`config.mk`:
```
export PLATFORM = sky130hd
export DESIGN_NAME = pit_multi_timer
export DESIGN_NICKNAME = d
export VERILOG_FILES = /design/src/rtl/pit_multi_timer.sv
export SDC_FILE = /design/constraint.sdc
export NUM_CORES = 1
export LEC_CHECK = 0
export CORE_MARGIN = 2
export CORE_UTILIZATION = 41
export CTS_BUF_LIST = sky130_fd_sc_hd__clkbuf_8
export DETAILED_ROUTE_END_ITERATION = 10
export GPL_TIMING_DRIVEN = 0
export MAX_ROUTING_LAYER = met4
export PLACE_DENSITY = 0.62
export SLEW_MARGIN = 30
export SYNTH_ARGS = -nofsm -noshare
export SYNTH_HDL_FRONTEND = slang
export SYNTH_SLANG_ARGS = --single-unit
```
`constraint.sdc`:
```
create_clock -name clk -period 14.7 [get_ports clk]
set_clock_uncertainty 0.2 [all_clocks]
set_input_delay 2.94 -clock clk [delete_from_list [all_inputs] [get_ports clk]]
set_output_delay 2.94 -clock clk [all_outputs]
set_load 0.005 [all_outputs]
```
`src/rtl/pit_multi_timer.sv`:
```
// N-channel programmable interval timer, modes 0/2/3 with count latch.
// Optional PIT_STATUS_EN macro adds the status register and snapshot.
module pit_multi_timer #(
  parameter int CHANNELS = 3,
  parameter int WIDTH = 16,
  localparam int AW = $clog2(CHANNELS) + 2
) (
  input  logic                clk,
  input  logic                rst,
  input  logic                wr_en,
  input  logic                rd_en,
  input  logic [AW-1:0]       addr,
  input  logic [WIDTH-1:0]    wdata,
  output logic [WIDTH-1:0]    rdata,
  output logic                rd_valid,
  input  logic [CHANNELS-1:0] tick,
  input  logic [CHANNELS-1:0] gate,
  output logic [CHANNELS-1:0] out
);

  logic [AW-1:0]    ch_sel;
  logic [1:0]       rsel;
  logic [WIDTH-1:0] rd_word [CHANNELS];
  logic [WIDTH-1:0] rd_mux;

  assign ch_sel = addr >> 2;
  assign rsel = addr[1:0];

  for (genvar i = 0; i < CHANNELS; i++) begin : g_ch
    logic [WIDTH-1:0] count, reload, latch;
    logic [1:0]       mode;
    logic             en, armed, latched, need, out_q;
    logic             wr_hit, rd_hit, qtick;
    logic [WIDTH-1:0] w_reload, w_latch, n_count;
    logic [1:0]       w_mode;
    logic             w_en, w_armed, w_latched, w_need, w_out;
    logic             n_armed, n_latched, n_need, n_out;
    logic [WIDTH-1:0] r_eff, lo_len, hi_len, rword, stat_word;
    logic [WIDTH:0]   hi_sum;

    assign wr_hit = wr_en && (ch_sel == AW'(i));
    assign rd_hit = rd_en && (ch_sel == AW'(i));
    assign qtick = tick[i] & en & armed & gate[i] & ~wr_hit;
    assign out[i] = out_q;
    assign rd_word[i] = rword;

    // Modes 2/3 cannot run with a period below 2.
    assign r_eff = (mode[1] && reload < WIDTH'(2)) ? WIDTH'(2) : reload;
    assign hi_sum = {1'b0, r_eff} + (WIDTH+1)'(1);
    assign hi_len = hi_sum[WIDTH:1];
    assign lo_len = r_eff >> 1;

    always_comb begin
      w_reload = reload;
      w_latch = latch;
      w_mode = mode;
      w_en = en;
      w_armed = armed;
      w_latched = latched;
      w_need = need;
      w_out = out_q;
      if (wr_hit) begin
        unique case (1'b1)
          rsel == 2'd0: begin
            w_reload = wdata;
            w_armed = 1'b1;
            w_need = 1'b1;
            if (!mode[1]) w_out = 1'b0;
          end
          rsel == 2'd1: begin
            w_en = wdata[2];
            w_mode = wdata[1:0];
            w_armed = 1'b0;
            w_latched = 1'b0;
            w_need = 1'b1;
            w_out = wdata[1];
          end
          rsel == 2'd3: begin
            if (!latched) begin
              w_latch = count;
              w_latched = 1'b1;
            end
          end
          default: ;
        endcase
      end
    end

    always_comb begin
      n_count = count;
      n_out = w_out;
      n_armed = w_armed;
      n_need = w_need;
      n_latched = w_latched & ~(rd_hit && rsel == 2'd0);
      if (!wr_hit) begin
        if (mode[1] && en && !gate[i]) begin
          n_out = 1'b1;
          n_need = 1'b1;
        end else if (qtick) begin
          if (need) begin
            n_need = 1'b0;
            n_count = (mode == 2'b11) ? hi_len : r_eff;
            if (mode[1]) n_out = 1'b1;
          end else if (!mode[1]) begin
            n_count = count - WIDTH'(1);
            if (count == WIDTH'(1)) begin
              n_out = 1'b1;
              n_armed = 1'b0;
            end
          end else if (count == WIDTH'(1)) begin
            if (mode == 2'b10) begin
              n_count = r_eff;
              n_out = 1'b0;
            end else begin
              n_count = out_q ? lo_len : hi_len;
              n_out = ~out_q;
            end
          end else begin
            n_count = count - WIDTH'(1);
            if (mode == 2'b10) n_out = 1'b1;
          end
        end
      end
    end

`ifdef PIT_STATUS_EN
    logic [5:0] snap, snap_w, stat_w;
    logic       snap_v, snap_vw;

    assign stat_w = {w_latched, w_armed, w_out, w_en, w_mode};
    assign snap_w = (wr_hit && rsel == 2'd1 && wdata[3]) ? stat_w : snap;
    assign snap_vw = (wr_hit && rsel == 2'd1) ? wdata[3] : snap_v;
    assign stat_word = WIDTH'(snap_vw ? snap_w : stat_w);

    always_ff @(posedge clk or posedge rst) begin
      if (rst) begin
        snap <= '0;
        snap_v <= 1'b0;
      end else begin
        snap <= snap_w;
        snap_v <= snap_vw & ~(rd_hit && rsel == 2'd2);
      end
    end
`else
    assign stat_word = '0;
`endif

    always_comb begin
      rword = '0;
      case (rsel)
        2'd0: rword = w_latched ? w_latch : count;
        2'd1: rword = WIDTH'({w_en, w_mode});
        2'd2: rword = stat_word;
        default: rword = '0;
      endcase
    end

    always_ff @(posedge clk or posedge rst) begin
      if (rst) begin
        count <= '0;
        reload <= '0;
        latch <= '0;
        mode <= '0;
        en <= 1'b0;
        armed <= 1'b0;
        latched <= 1'b0;
        need <= 1'b0;
        out_q <= 1'b0;
      end else begin
        count <= n_count;
        reload <= w_reload;
        latch <= w_latch;
        mode <= w_mode;
        en <= w_en;
        armed <= n_armed;
        latched <= n_latched;
        need <= n_need;
        out_q <= n_out;
      end
    end
  end

  always_comb begin
    rd_mux = '0;
    for (int k = 0; k < CHANNELS; k++)
      if (ch_sel == AW'(k)) rd_mux = rd_word[k];
  end

  always_ff @(posedge clk or posedge rst) begin
    if (rst) begin
      rdata <= '0;
      rd_valid <= 1'b0;
    end else begin
      rd_valid <= rd_en;
      if (rd_en) rdata <= rd_mux;
    end
  end

endmodule

```
# After elaboration in Yosys (flattened, before gate mapping)
# Index checks and enable logic that the tools add are counted.
[word_totals] in_bits=30 output_inout_bits=20 register_bits=182
[classes] bitwise_logic=27 add_sub_neg=6 n_reduce_logical=30 n_mux=138 n_lt_le_gt_ge=3 eq_ne=13
[ops] operator="$mux W16" n=36
[ops] operator="$pmux W16 S2" n=3
[ops] operator="$mux W1" n=84
[ops] operator="$add A16 B1 Y17 const B" n=3
[ops] operator="$eq A16 B1 Y1 const B" n=3
[ops] operator="$lt A16 B2 Y1 const B" n=3
[ops] operator="$sub A16 B1 Y16 const B" n=3
[ops] operator="$logic_and A1 B1 Y1" n=18
[ops] operator="$pmux W1 S2" n=9
[ops] operator="$eq A2 B2 Y1 const B" n=8
[ops] operator="$and A1 B1 Y1" n=15
[ops] operator="$mux W2" n=6
[ops] operator="$not A1 Y1" n=12
[ops] operator="$reduce_and A3 Y1" n=3
[ops] operator="$reduce_and A2 Y1" n=3
[ops] operator="$eq A2 B1 Y1 const B" n=2
[ops] operator="$logic_not A4 Y1" n=1
[ops] operator="$logic_not A1 Y1" n=3
[ops] operator="$logic_not A2 Y1" n=1
[ops] operator="$reduce_or A2 Y1" n=1

# Logic depth before layout (Yosys ltp)
# Gate-level depths: netlist of run 1.
[logic_depth] depth_word=10 ltp_mapped=13 depth_no_buf=11

# Least setup slack after synthesis of run 1
# OpenSTA, ideal clock, no wires.
[synth_timing] kind="input-to-reg" from="in addr[3]" to="reg g_ch[0].reload[10]" t_arrival_ns=4.799 path_buffers=3 path_stages=6 path_slack_ns=9.576 cell_sequence="clkbuf_1 or3b_2 clkbuf_1 nor3_2 buf_2 mux2_2"
[synth_between] elab_chain_len=3
[synth_lines] element="start, declared" line_no="12" source="input logic [AW-1:0] addr,"
[synth_lines] element="$logic_not A4 Y1" line_no="41" source="assign wr_hit = wr_en && (ch_sel == AW'(i));"
[synth_lines] element="$logic_and A1 B1 Y1" line_no="41"
[synth_lines] element="$reduce_and A2 Y1 (no line)"
[synth_lines] element="end signal, assigned" line_no="171" source="reload <= w_reload;"
[synth_lines] element="end, declared" line_no="30" source="logic [WIDTH-1:0] count, reload, latch;"
# No other way between the ends.
# A chain may end at the register's enable or synchronous reset.

# Final worst setup path of run 1
[layout_timing] from="in addr[2]" to="reg rdata[10]"
[layout_between] elab_chain_len=8
[layout_lines] element="$logic_not A4 Y1" line_no="41, 186"
[layout_lines] element="$logic_and A1 B1 Y1" line_no="41"
[layout_lines] element="$mux W16 / $mux W1 (equally long branches)" line_no="62" source="if (wr_hit) begin"
[layout_lines] element="$mux W16" line_no="151" source="2'd0: rword = w_latched ? w_latch : count;"
[layout_lines] element="$pmux W16 S2" line_no="150" source="case (rsel)"
[layout_lines] element="$mux W16 (2 in a row)" line_no="186" source="if (ch_sel == AW'(k)) rd_mux = rd_word[k];"
[layout_lines] element="$mux W16 (*)" line_no="186"
[layout_lines] element="end signal, assigned" line_no="195" source="if (rd_en) rdata <= rd_mux;"
[layout_lines] element="end, declared" line_no="14" source="output logic [WIDTH-1:0] rdata,"
# Mark *: on every way between the ends. The rest lies on a longest branch, timed or not.

==> load_flow_metrics.sql, run 1 <==
INSERT INTO impl_metrics (metric_group, metric, value, unit) VALUES
('synth', 'yosysTopAreaCellShare', '36.5', '%'),
('clock_tree', 'cts_tree', 'done', ''),
('synth', 'asyncSetResetFlopFracSynth', '100', '%'),
('final_layout', 'seqCellArea', '4550', 'um^2'),
('worst_setup_path', 'cp_data_arrival_time', '5.96', 'ns'),
('drt', 'detail_route.drc_violations', '0', ''),
('clock_tree', 'cts_buffers', '17', ''),
('final_layout', 'drive_gt1_share', '10.5', '%'),
('synth', 'synth.cell_area', '12500', 'um^2'),
('global_routing', 'first_global_vias', '11322', ''),
('drt', 'routed-via-count', '12168', ''),
('sta', 'final_max_slew_viol_count', '0', ''),
('sta', 'period_needed', '5.73', 'ns'),
('sta', 'timing.fmax', '175', 'MHz'),
('clock_tree', 'register_clock_pin_slew_on_the_reported_worst_setup_and_hold_paths', '0.09', 'ns'),
('global_routing', 'grt_first_pass_wirelength', '66500', 'um'),
('clock_tree', 'ctsLongestPathBuffers', '2', ''),
('drt', 'drt_first_iter_violations', '1473', ''),
('worst_setup_path', 'critPathLaunch', 'addr[2]', ''),
('placement', 'routabilityCongestion', '0.962', ''),
('synth', 'number_of_synthesized_flops_with_an_enable_pin', '0', ''),
('worst_setup_path', 'setup.reg_to_reg.worst_slack', '10.83', 'ns'),
('sta', 'tightestPinTransition', '0.961', 'ns'),
('final_layout', 'total_area_of_multi_input_combinational_cells', '7230', 'um^2'),
('synth', 'mappedNetlistNets', '1511', ''),
('synth', 'cells_after_synthesis', '1472', ''),
('placement', 'place_inst', '1909', ''),
('clock_tree', 'cts-htree-levels', '4', ''),
('drt', 'viasPerCell', '6.27', ''),
('floorplan', 'placement_rows', '63', ''),
('placement', 'hpwl', '32100', 'um'),
('synth', 'library_cell_with_the_largest_summed_area_after_synthesis', 'dfrtp_1', ''),
('sta', 'timing.setup.tns', '0', 'ns'),
('floorplan', 'die_width', '178', 'um'),
('global_routing', 'globalRouteTotalUtil', '28.1', '%'),
('worst_setup_path', 'r2r_cells', '11', ''),
('drt', 'routedWlPerCell', '21.8', 'um'),
('synth', 'synthesis.area_per_instance', '8.47', 'um^2'),
('floorplan', 'io-pin-count', '50', ''),
('synth', 'ys_seq_area_share', '36.5', '%'),
('clock_tree', 'cts_repair_resizes', '0', ''),
('worst_setup_path', 'critPathMostFrequentCell', 'clkbuf_1', ''),
('outcome', 'run_status', 'complete, no violations', ''),
('sta', 'slew_headroom', '35.4', '%'),
('worst_setup_path', 'crit_type', 'in2reg', ''),
('drt', 'drtPass1Iterations', '5', ''),
('sta', 'timing_hold_violations_final', '0', ''),
('power', 'power-per-cell-area', '148', 'nW/um^2'),
('synth', 'ys_top_cells_by_area', 'dfrtp_1, mux2_2, nand2_1', ''),
('sta', 'rsz0062_at_grt', 'false', ''),
('power', 'p_leak', '5.38', 'nW'),
('synth', 'postSynthRegisterBits', '182', ''),
('synth', 'synthesis.yosys.warnings', '0', ''),
('worst_setup_path', 'critPathMaxFanout', '10', ''),
('clock_tree', 'cell_chosen_for_the_clock_root', 'clkbuf_8', ''),
('worst_setup_path', 'timing.critical_path.depth', '9', ''),
('floorplan', 'initial_utilization', '41.8', '%'),
('worst_setup_path', 'rr_endpoint', 'g_ch[2].count[9]', ''),
('final_layout', 'final_std_cells_w_o_fill', '1942', ''),
('clock_tree', 'clkSinkCount', '182', ''),
('final_layout', 'finish.instance_area', '13900', 'um^2'),
('worst_setup_path', 'endpoint', 'rdata[10]', ''),
('drt', 'route.antenna.remaining_nets', '0', ''),
('floorplan', 'core_area', '29800', 'um^2'),
('worst_setup_path', 'critical_path.top_delay_family', 'buffers and inverters', ''),
('floorplan', 'dieArea', '31800', 'um^2'),
('final_layout', 'area_growth_from_synthesis_to_final_layout', '11.5', '%'),
('clock_tree', 'ctsHoldBuffers', '0', ''),
('final_layout', 'filler_cell_count', '2937', ''),
('worst_setup_path', 'worstSetupStartpointType', 'primary input', ''),
('power', 'vdd.ir_drop.worst', '85.9', 'uV');
logic make-up after synthesis:
group / synth area share [%]
buf+inv: 5.53
fa+ha+maj: 0.904
mux: 10.5
xor+xnor: 4.15
flops: 36.5
compound gates: 21.2
simple gates: 21.2
metal layers:
layer | track usage, % | vias to the layer above | wire length, um
met1 | 39.8 | 5993 | 19500
li1 | - | 5579 | -
met2 | 40.1 | 538 | 18400
met5 | - | - | 0
met4 | 10.4 | 0 | 1350
met3 | 4.77 | 58 | 3110
worst register-to-register path: cells and delay by family, from the launching register on:
| family | cells | cell delay [ns] |
|---|---|---|
| AND/OR/NAND/NOR | 5 | 1.62 |
| AO/OA/AOI/OAI | 3 | 0.83 |
| flip-flops | 1 | 0.39 |
| adder cells (fa/ha/maj) | 1 | 0.32 |
| buffers and inverters | 1 | 0.27 |
| XOR/XNOR | 1 | 0.12 |
report_power, final:
| part | internal [mW] | switching, mW |
|---|---|---|
| Combinational | 0.351 | 0.529 |
| Clock | 0.166 | 0.207 |
| Sequential | 0.646 | 0.153 |
cells in the final DEF (no fill, tap or decap), types with 13 or more instances in the layout:
cell type / instances
o21ai_0: 93
mux2i_1: 28
a31oi_1: 29
clkbuf_1: 117
dfrtp_1: 182
nor4_1: 34
nor2b_1: 15
xnor2_1: 34
a221oi_1: 14
nor2_1: 103
inv_1: 33
o31ai_1: 13
clkbuf_8: 19
nand3_1: 51
nand4_1: 20
clkdlybuf4s50_1: 45
xor2_1: 25
nand2_1: 165
nor3_1: 48
mux2_2: 91
a211oi_1: 21
a32o_1: 14
a21oi_1: 100
worst min-delay path by stage:
stage                              to  slack [ns]  cells after the start
floorplan               g_ch[1].armed        0.24                      1
global placement        g_ch[1].armed        0.27                      1
detailed placement           rdata[2]        0.27                      1
CTS                          rdata[2]        0.30                      1
global route        g_ch[1].latch[13]        0.32                      1
finish                       rdata[2]        0.30                      1
cell type report:
class / instances / area share [%]
clock buffers: 19 / 1.88
repair buffers: 47 / 3.64
well taps: 390 / 3.51
diodes: 1 / 0.0180
clock inverters: 13 / 1.14
inverters: 35 / 0.999
flip-flops and latches: 182 / 32.8
multi-input cells: 1117 / 52.0
plain buffers: 138 / 4.02
registers in the layout (all words and copies together) (netlist names):
register      flops
g_ch.armed        3
g_ch.count       48
g_ch.en           3
g_ch.latch       48
g_ch.latched      3
g_ch.mode         6
g_ch.need         3
g_ch.out_q        3
g_ch.reload      48
rd_valid          1
rdata            16
stage by stage:
stage,worst slack (ns),hold slack (ns),utilization (%),power [mW]
global route,8.89,0.325,46.6,2.19
floorplan,6.62,0.242,-,1.40
CTS,9.09,0.298,46.6,2.04
global placement,3.92,0.271,45.0,1.65
detailed placement,8.56,0.275,45.2,1.67
finish,8.97,0.301,46.6,2.05
No activity file was read; power rests on OpenSTA's default activity.
==> inputs of run 2 (changes only) <==
clock period = 5.6 ns   (was 14.7 ns; I/O delays follow)
==> load_flow_metrics.sql, run 2 (same netlist as run 1, synthesis figures left out) <==
INSERT INTO impl_metrics (metric_group, metric, value, unit) VALUES
('job', 'maxCapViolations', '0', ''),
('sta', 'final_max_slew_viol_count', '0', ''),
('drt', 'drtPass1Iterations', '6', ''),
('worst_setup_path', 'critical_path.top_delay_family', 'simple AND/OR/NAND/NOR gates', ''),
('floorplan', 'placement_rows', '63', ''),
('clock_tree', 'cts.repair_timing.setup_buffer_count', '0', ''),
('sta', 'report.final.setup_viol', '0', ''),
('worst_setup_path', 'critical_path.n_buffers_inverters', '1', ''),
('drt', 'routedWlPerCell', '22.1', 'um'),
('worst_setup_path', 'endpoint', 'g_ch[2].count[9]', ''),
('clock_tree', 'register_clock_pin_slew_on_the_reported_worst_setup_and_hold_paths', '0.10', 'ns'),
('floorplan', 'die_width', '178', 'um'),
('drt', 'drt_first_iter_violations', '1235', ''),
('worst_setup_path', 'crit_type', 'reg2reg', ''),
('sta', 'tightestPinTransition', '0.933', 'ns'),
('floorplan', 'die_height', '178', 'um'),
('power', 'power-per-cell-area', '388', 'nW/um^2'),
('worst_setup_path', 'r2r_cells', '11', ''),
('final_layout', 'final_core_utilization', '47.0', '%'),
('clock_tree', 'cts_buffers', '17', ''),
('drt', 'viasPerCell', '6.24', ''),
('final_layout', 'most_common_library_cell_in_the_layout_ignoring_fill_and_taps', 'dfrtp_1', ''),
('final_layout', 'drive_gt1_share', '10.7', '%'),
('worst_setup_path', 'cp_data_arrival_time', '4.09', 'ns'),
('floorplan', 'dieArea', '31800', 'um^2'),
('floorplan', 'core_area', '29800', 'um^2'),
('drt', 'routed_wl', '43000', 'um'),
('power', 'p_leak', '5.43', 'nW'),
('drt', 'route.antenna.remaining_nets', '0', ''),
('placement', 'hpwl', '32800', 'um'),
('clock_tree', 'cell_chosen_for_the_clock_root', 'clkbuf_8', ''),
('global_routing', 'first_global_vias', '11215', ''),
('sta', 'timing_hold_violations_final', '0', ''),
('placement', 'routabilityCongestion', '0.956', ''),
('global_routing', 'antenna_found_initial', '1', ''),
('outcome', 'run_status', 'complete, no violations', ''),
('final_layout', 'area_growth_from_synthesis_to_final_layout', '12.4', '%'),
('clock_tree', 'cts_repair_resizes', '0', ''),
('final_layout', 'layout_top_registers', 'g_ch.count (48), g_ch.latch (48), g_ch.reload (48)', ''),
('global_routing', 'grt-ovfl-total', '0', ''),
('power', 'vdd.ir_drop.worst', '199', 'uV'),
('clock_tree', 'cts_tree', 'done', ''),
('sta', 'final_critical_path_share_of_the_clock_period', '70.0', '%'),
('worst_setup_path', 'slowest_stage', 'a221oi_1', ''),
('global_routing', 'grt_first_pass_wirelength', '66700', 'um'),
('placement', 'io_buffers', '45', ''),
('worst_setup_path', 'worstSetupStartpointType', 'flip-flop', ''),
('worst_setup_path', 'rr_endpoint', 'g_ch[2].count[9]', ''),
('global_routing', 'globalRouteTotalUtil', '28.3', '%'),
('final_layout', 'nets', '1582', ''),
('worst_setup_path', 'crit_chain', 'clkbuf_1, nor4_1, nand4_1, nand2b_1, ha_1, nand4_1, nor4_1, xor2_1, a221oi_1, a21oi_1, a221o_1', ''),
('worst_setup_path', 'setup.reg_to_reg.worst_slack', '1.68', 'ns'),
('worst_setup_path', 'end_kind', 'flip-flop', ''),
('sta', 'period_needed', '3.92', 'ns'),
('worst_setup_path', 'timing.critical_path.depth', '11', ''),
('floorplan', 'io-pin-count', '50', ''),
('final_layout', 'mostFrequentLayoutCells', 'dfrtp_1, nand2_1, clkbuf_1', ''),
('sta', 'timing.fmax', '255', 'MHz'),
('floorplan', 'initial_utilization', '41.8', '%'),
('clock_tree', 'ctsHoldBuffers', '0', ''),
('clock_tree', 'ctsLongestPathBuffers', '2', ''),
('worst_setup_path', 'critPathLaunch', 'g_ch[2].reload[5]', ''),
('worst_hold_path', 'min-delay-path-class', 'reg2reg', ''),
('clock_tree', 'clock_insertion_delay_worst_skew', '0.49', 'ns'),
('sta', 'slew_headroom', '37.2', '%'),
('clock_tree', 'clkSinkCount', '182', ''),
('worst_setup_path', 'critPathMaxFanout', '10', ''),
('drt', 'routed-via-count', '12142', ''),
('drt', 'detail_route.drc_violations', '0', ''),
('worst_setup_path', 'worst_ep_required_time', '5.77', 'ns'),
('clock_tree', 'cts-htree-levels', '4', ''),
('worst_setup_path', 'critical-path-max-stage-delay', '0.52', 'ns'),
('sta', 'rsz0062_at_grt', 'false', ''),
('worst_setup_path', 'timing.rr.start', 'g_ch[2].reload[5]', ''),
('sta', 'timing.setup.tns', '0', 'ns'),
('global_routing', 'grt_max_degree', '30', '');
-- run 2: changes by cell type in the layout (fill, tap and decap cells not counted), moves of 2 or more --
cell       previous run  this run
buf_12                0         5
inv_8                 4         0
inv_6                 5         3
bufinv_16             2         4
-- run 2: power by group --
group          total (mW)  switching (mW)  internal (mW)
sequential           2.11           0.409           1.70
clock                1.01           0.497          0.509
combinational        2.33            1.40          0.927
total                5.44            2.31           3.13
-- run 2: cell type report --
class                      count  area, um^2
clock inverter                11         173
tap                          390         488
antenna                        2        5.00
multi-input combinational   1117        7230
timing repair buffer          52         606
fill                        2907       15800
sequential                   182        4550
clock buffer                  19         262
inverter                      35         135
buffer                       138         558
-- run 2: how the worst min path moves through the flow --
| stage | start | endpoint | slack, ns | cells past startpoint |
|---|---|---|---|---|
| floorplan | g_ch[1].armed | g_ch[1].armed | 0.24 | 1 |
| global placement | g_ch[1].armed | g_ch[1].armed | 0.27 | 1 |
| detailed placement | rdata[9] | rdata[9] | 0.28 | 1 |
| CTS | rdata[9] | rdata[9] | 0.30 | 1 |
| global route | rdata[5] | rdata[5] | 0.32 | 1 |
| finish | rdata[9] | rdata[9] | 0.29 | 1 |
-- run 2: stage by stage --
stage / area, um^2 / power [mW] / cells / setup slack (ns) / hold WS [ns]
after floorplan: 12500 / 3.66 / 1472 / 1.94 / 0.242
after global placement: 13400 / 4.35 / 1907 / 0.335 / 0.274
after detailed placement: 13600 / 4.40 / 1914 / 1.31 / 0.279
after CTS: 14000 / 5.41 / 1944 / 1.74 / 0.301
after global routing: 14000 / 5.80 / 1945 / 1.42 / 0.318
final: 14000 / 5.44 / 1946 / 1.68 / 0.294
-- run 2: layer usage --
| layer | global-route usage, % | vias up | part of all wire [%] |
|---|---|---|---|
| met5 | - | - | 0 |
| met4 | 10.5 | 0 | 3.7 |
| met3 | 4.13 | 74 | 7.4 |
| met2 | 40.6 | 492 | 43 |
| met1 | 40.4 | 5988 | 46 |
| li1 | - | 5588 | - |
==> inputs of run 3 (changes only) <==
PLACE_DENSITY = 0.65   (was 0.62)
clock period = 3.3 ns   (was 5.6 ns; I/O delays follow)
==> load_flow_metrics.sql, run 3 (same netlist as run 1, synthesis figures left out) <==
INSERT INTO impl_metrics (metric_group, metric, value, unit) VALUES
('final_layout', 'filler_cell_count', '2901', ''),
('sta', 'tightestPinTransition', '0.798', 'ns'),
('global_routing', 'first_global_vias', '11243', ''),
('worst_setup_path', 'cp_data_arrival_time', '3.37', 'ns'),
('clock_tree', 'clkSinkCount', '182', ''),
('drt', 'viasPerCell', '6.25', ''),
('drt', 'route.antenna.remaining_nets', '0', ''),
('clock_tree', 'register_clock_pin_slew_on_the_reported_worst_setup_and_hold_paths', '0.11', 'ns'),
('sta', 'timing.hold.ws', '0.248', 'ns'),
('power', 'internal_power', '5.11', 'mW'),
('worst_setup_path', 'rr_endpoint', 'g_ch[2].count[13]', ''),
('clock_tree', 'cts-htree-levels', '4', ''),
('final_layout', 'mostFrequentLayoutCells', 'dfrtp_1, nand2_1, nor2_1', ''),
('floorplan', 'dieArea', '31800', 'um^2'),
('drt', 'drt_first_iter_violations', '1192', ''),
('worst_setup_path', 'worst_ep_required_time', '3.48', 'ns'),
('global_routing', 'grt_max_degree', '30', ''),
('global_routing', 'antenna_found_initial', '1', ''),
('global_routing', 'globalRouteTotalUtil', '28.0', '%'),
('power', 'power.total', '9.22', 'mW'),
('worst_setup_path', 'end_kind', 'flip-flop', ''),
('sta', 'timing.fmax', '313', 'MHz'),
('worst_setup_path', 'worstSetupStartpointType', 'flip-flop', ''),
('final_layout', 'area_growth_from_synthesis_to_final_layout', '14.9', '%'),
('sta', 'final_critical_path_share_of_the_clock_period', '96.8', '%'),
('power', 'p_leak', '5.52', 'nW'),
('global_routing', 'grt_first_pass_wirelength', '65800', 'um'),
('drt', 'routed-via-count', '12171', ''),
('power', 'netSwitchingPower', '4.11', 'mW'),
('power', 'swShare', '44.5', '%'),
('worst_setup_path', 'critPathMaxFanout', '11', ''),
('drt', 'routed_wl', '43100', 'um'),
('floorplan', 'io-pin-count', '50', ''),
('worst_setup_path', 'crit_type', 'reg2reg', ''),
('clock_tree', 'ctsLongestPathBuffers', '2', ''),
('sta', 'rsz0062_at_grt', 'true', ''),
('worst_setup_path', 'timing.rr.start', 'g_ch[2].reload[6]', ''),
('power', 'power-per-cell-area', '644', 'nW/um^2'),
('floorplan', 'initial_utilization', '41.8', '%'),
('sta', 'timing_hold_violations_final', '0', ''),
('floorplan', 'die_width', '178', 'um'),
('placement', 'io_buffers', '45', ''),
('final_layout', 'drive_gt1_share', '15.6', '%'),
('clock_tree', 'clock_insertion_delay_worst_skew', '0.50', 'ns'),
('drt', 'routedWlPerCell', '22.2', 'um'),
('power', 'vdd.ir_drop.worst', '374', 'uV'),
('power', 'p_clk_share', '16.5', '%'),
('power', 'power_frac_seq', '41.0', '%'),
('final_layout', 'most_common_library_cell_in_the_layout_ignoring_fill_and_taps', 'dfrtp_1', ''),
('drt', 'detail_route.drc_violations', '0', ''),
('worst_setup_path', 'r2r_cells', '11', ''),
('worst_setup_path', 'endpoint', 'g_ch[2].count[13]', ''),
('outcome', 'run_status', 'complete, no violations', ''),
('sta', 'report.final.setup_viol', '0', ''),
('placement', 'routabilityCongestion', '0.943', ''),
('worst_hold_path', 'min-delay-path-class', 'in2async', ''),
('clock_tree', 'cell_chosen_for_the_clock_root', 'clkbuf_8', ''),
('global_routing', 'grt-ovfl-total', '0', ''),
('sta', 'slew_headroom', '46.8', '%'),
('sta', 'final_max_slew_viol_count', '0', ''),
('job', 'maxCapViolations', '0', ''),
('sta', 'period_needed', '3.20', 'ns'),
('clock_tree', 'cts_tree', 'done', ''),
('floorplan', 'die_height', '178', 'um'),
('worst_setup_path', 'critPathLaunch', 'g_ch[2].reload[6]', ''),
('clock_tree', 'cts_buffers', '17', ''),
('drt', 'drtPass1Iterations', '6', ''),
('final_layout', 'nets', '1580', ''),
('floorplan', 'placement_rows', '63', ''),
('placement', 'hpwl', '32600', 'um'),
('power', 'share_comb_of_total_power', '42.5', '%'),
('final_layout', 'layout_top_registers', 'g_ch.count (48), g_ch.latch (48), g_ch.reload (48)', ''),
('floorplan', 'core_area', '29800', 'um^2'),
('worst_setup_path', 'setup.reg_to_reg.worst_slack', '0.10', 'ns');
[run 3: cell count changes in the layout (fill, tap and decap cells not counted), moves of 5 or more]
cell and change:
buf_4 +22, a31oi_1 -5, dfrtp_2 +15, nor4_1 -13
clkbuf_1 -25, nor4_2 +9, dfrtp_1 -15, a31oi_2 +5
[run 3: stage by stage]
stage,setup slack (ns),area [um^2],cells,util [%],setup TNS [ns]
floorplan,0.103,12500,1472,-,0
global placement,-1.49,13400,1907,45.0,-288.78
detailed placement,-0.505,13600,1914,45.5,-20.25
CTS,0.00103,14000,1942,47.0,0
global route,-0.00923,14300,1945,48.1,-0.0172
finish,0.104,14300,1946,48.1,0
[run 3: worst min path at each step]
| stage | start | to | slack, ns | cells after the start |
|---|---|---|---|---|
| 6_report | rst | g_ch[1].count[13] | 0.25 | 2 |
| 2_1_floorplan | g_ch[1].armed | g_ch[1].armed | 0.24 | 1 |
| 4_1_cts | rst | g_ch[1].count[13] | 0.23 | 2 |
| 3_5_place_dp | rdata[9] | rdata[9] | 0.28 | 1 |
| 3_3_place_gp | g_ch[1].armed | g_ch[1].armed | 0.27 | 1 |
| 5_1_grt | rst | g_ch[1].count[7] | 0.24 | 2 |
[run 3: what timing repair did]
action | 4_1_cts | 5_1_grt
setup endpoints to repair | 16 | 35
pin swaps | 4 | 7
setup buffers | 7 | 15
gates resized for setup | 15 | 55
hold buffers | 0 | 0
cloned | 0 | 0
[run 3: critical path, stage by stage (launching register included)]
cell and delay (ns):
dfrtp_2 0.51, nor4_1 0.27, nand4_1 0.16, nand2b_1 0.22, ha_4 0.21, nand4_1 0.14
buf_4 0.18, or3_1 0.40, nor3_2 0.15, xor2_1 0.08, a2111oi_1 0.44, nor3_1 0.12
[run 3: power groups by stage]
stage               clock network (mW)  registers (mW)  logic (mW)
detailed placement                   0            3.60        3.87
finish                            1.52            3.78        3.92
global placement                     0            3.58        3.79
CTS                               1.55            3.66        3.80
floorplan                            0            3.36        2.86
global route                      1.64            3.88        4.29
[run 3: layout make-up]
cell class / count / area [um^2] / area share, %
Antenna cell: 2 / 5.00 / 0.0349
Timing Repair Buffer: 74 / 763 / 5.33
Sequential cell: 182 / 4570 / 31.9
Tap cell: 390 / 488 / 3.41
Inverter: 35 / 135 / 0.943
Buffer: 114 / 474 / 3.31
Clock buffer: 18 / 248 / 1.73
Multi-Input combinational cell: 1117 / 7510 / 52.4
Clock inverter: 14 / 130 / 0.909
[run 3: routing by layer]
metal | routed length, um | global-route usage (%)
met1 | 19900 | 39.0
met2 | 18900 | 40.8
met3 | 2880 | 4.92
met4 | 1470 | 10.3
met5 | 0 | -
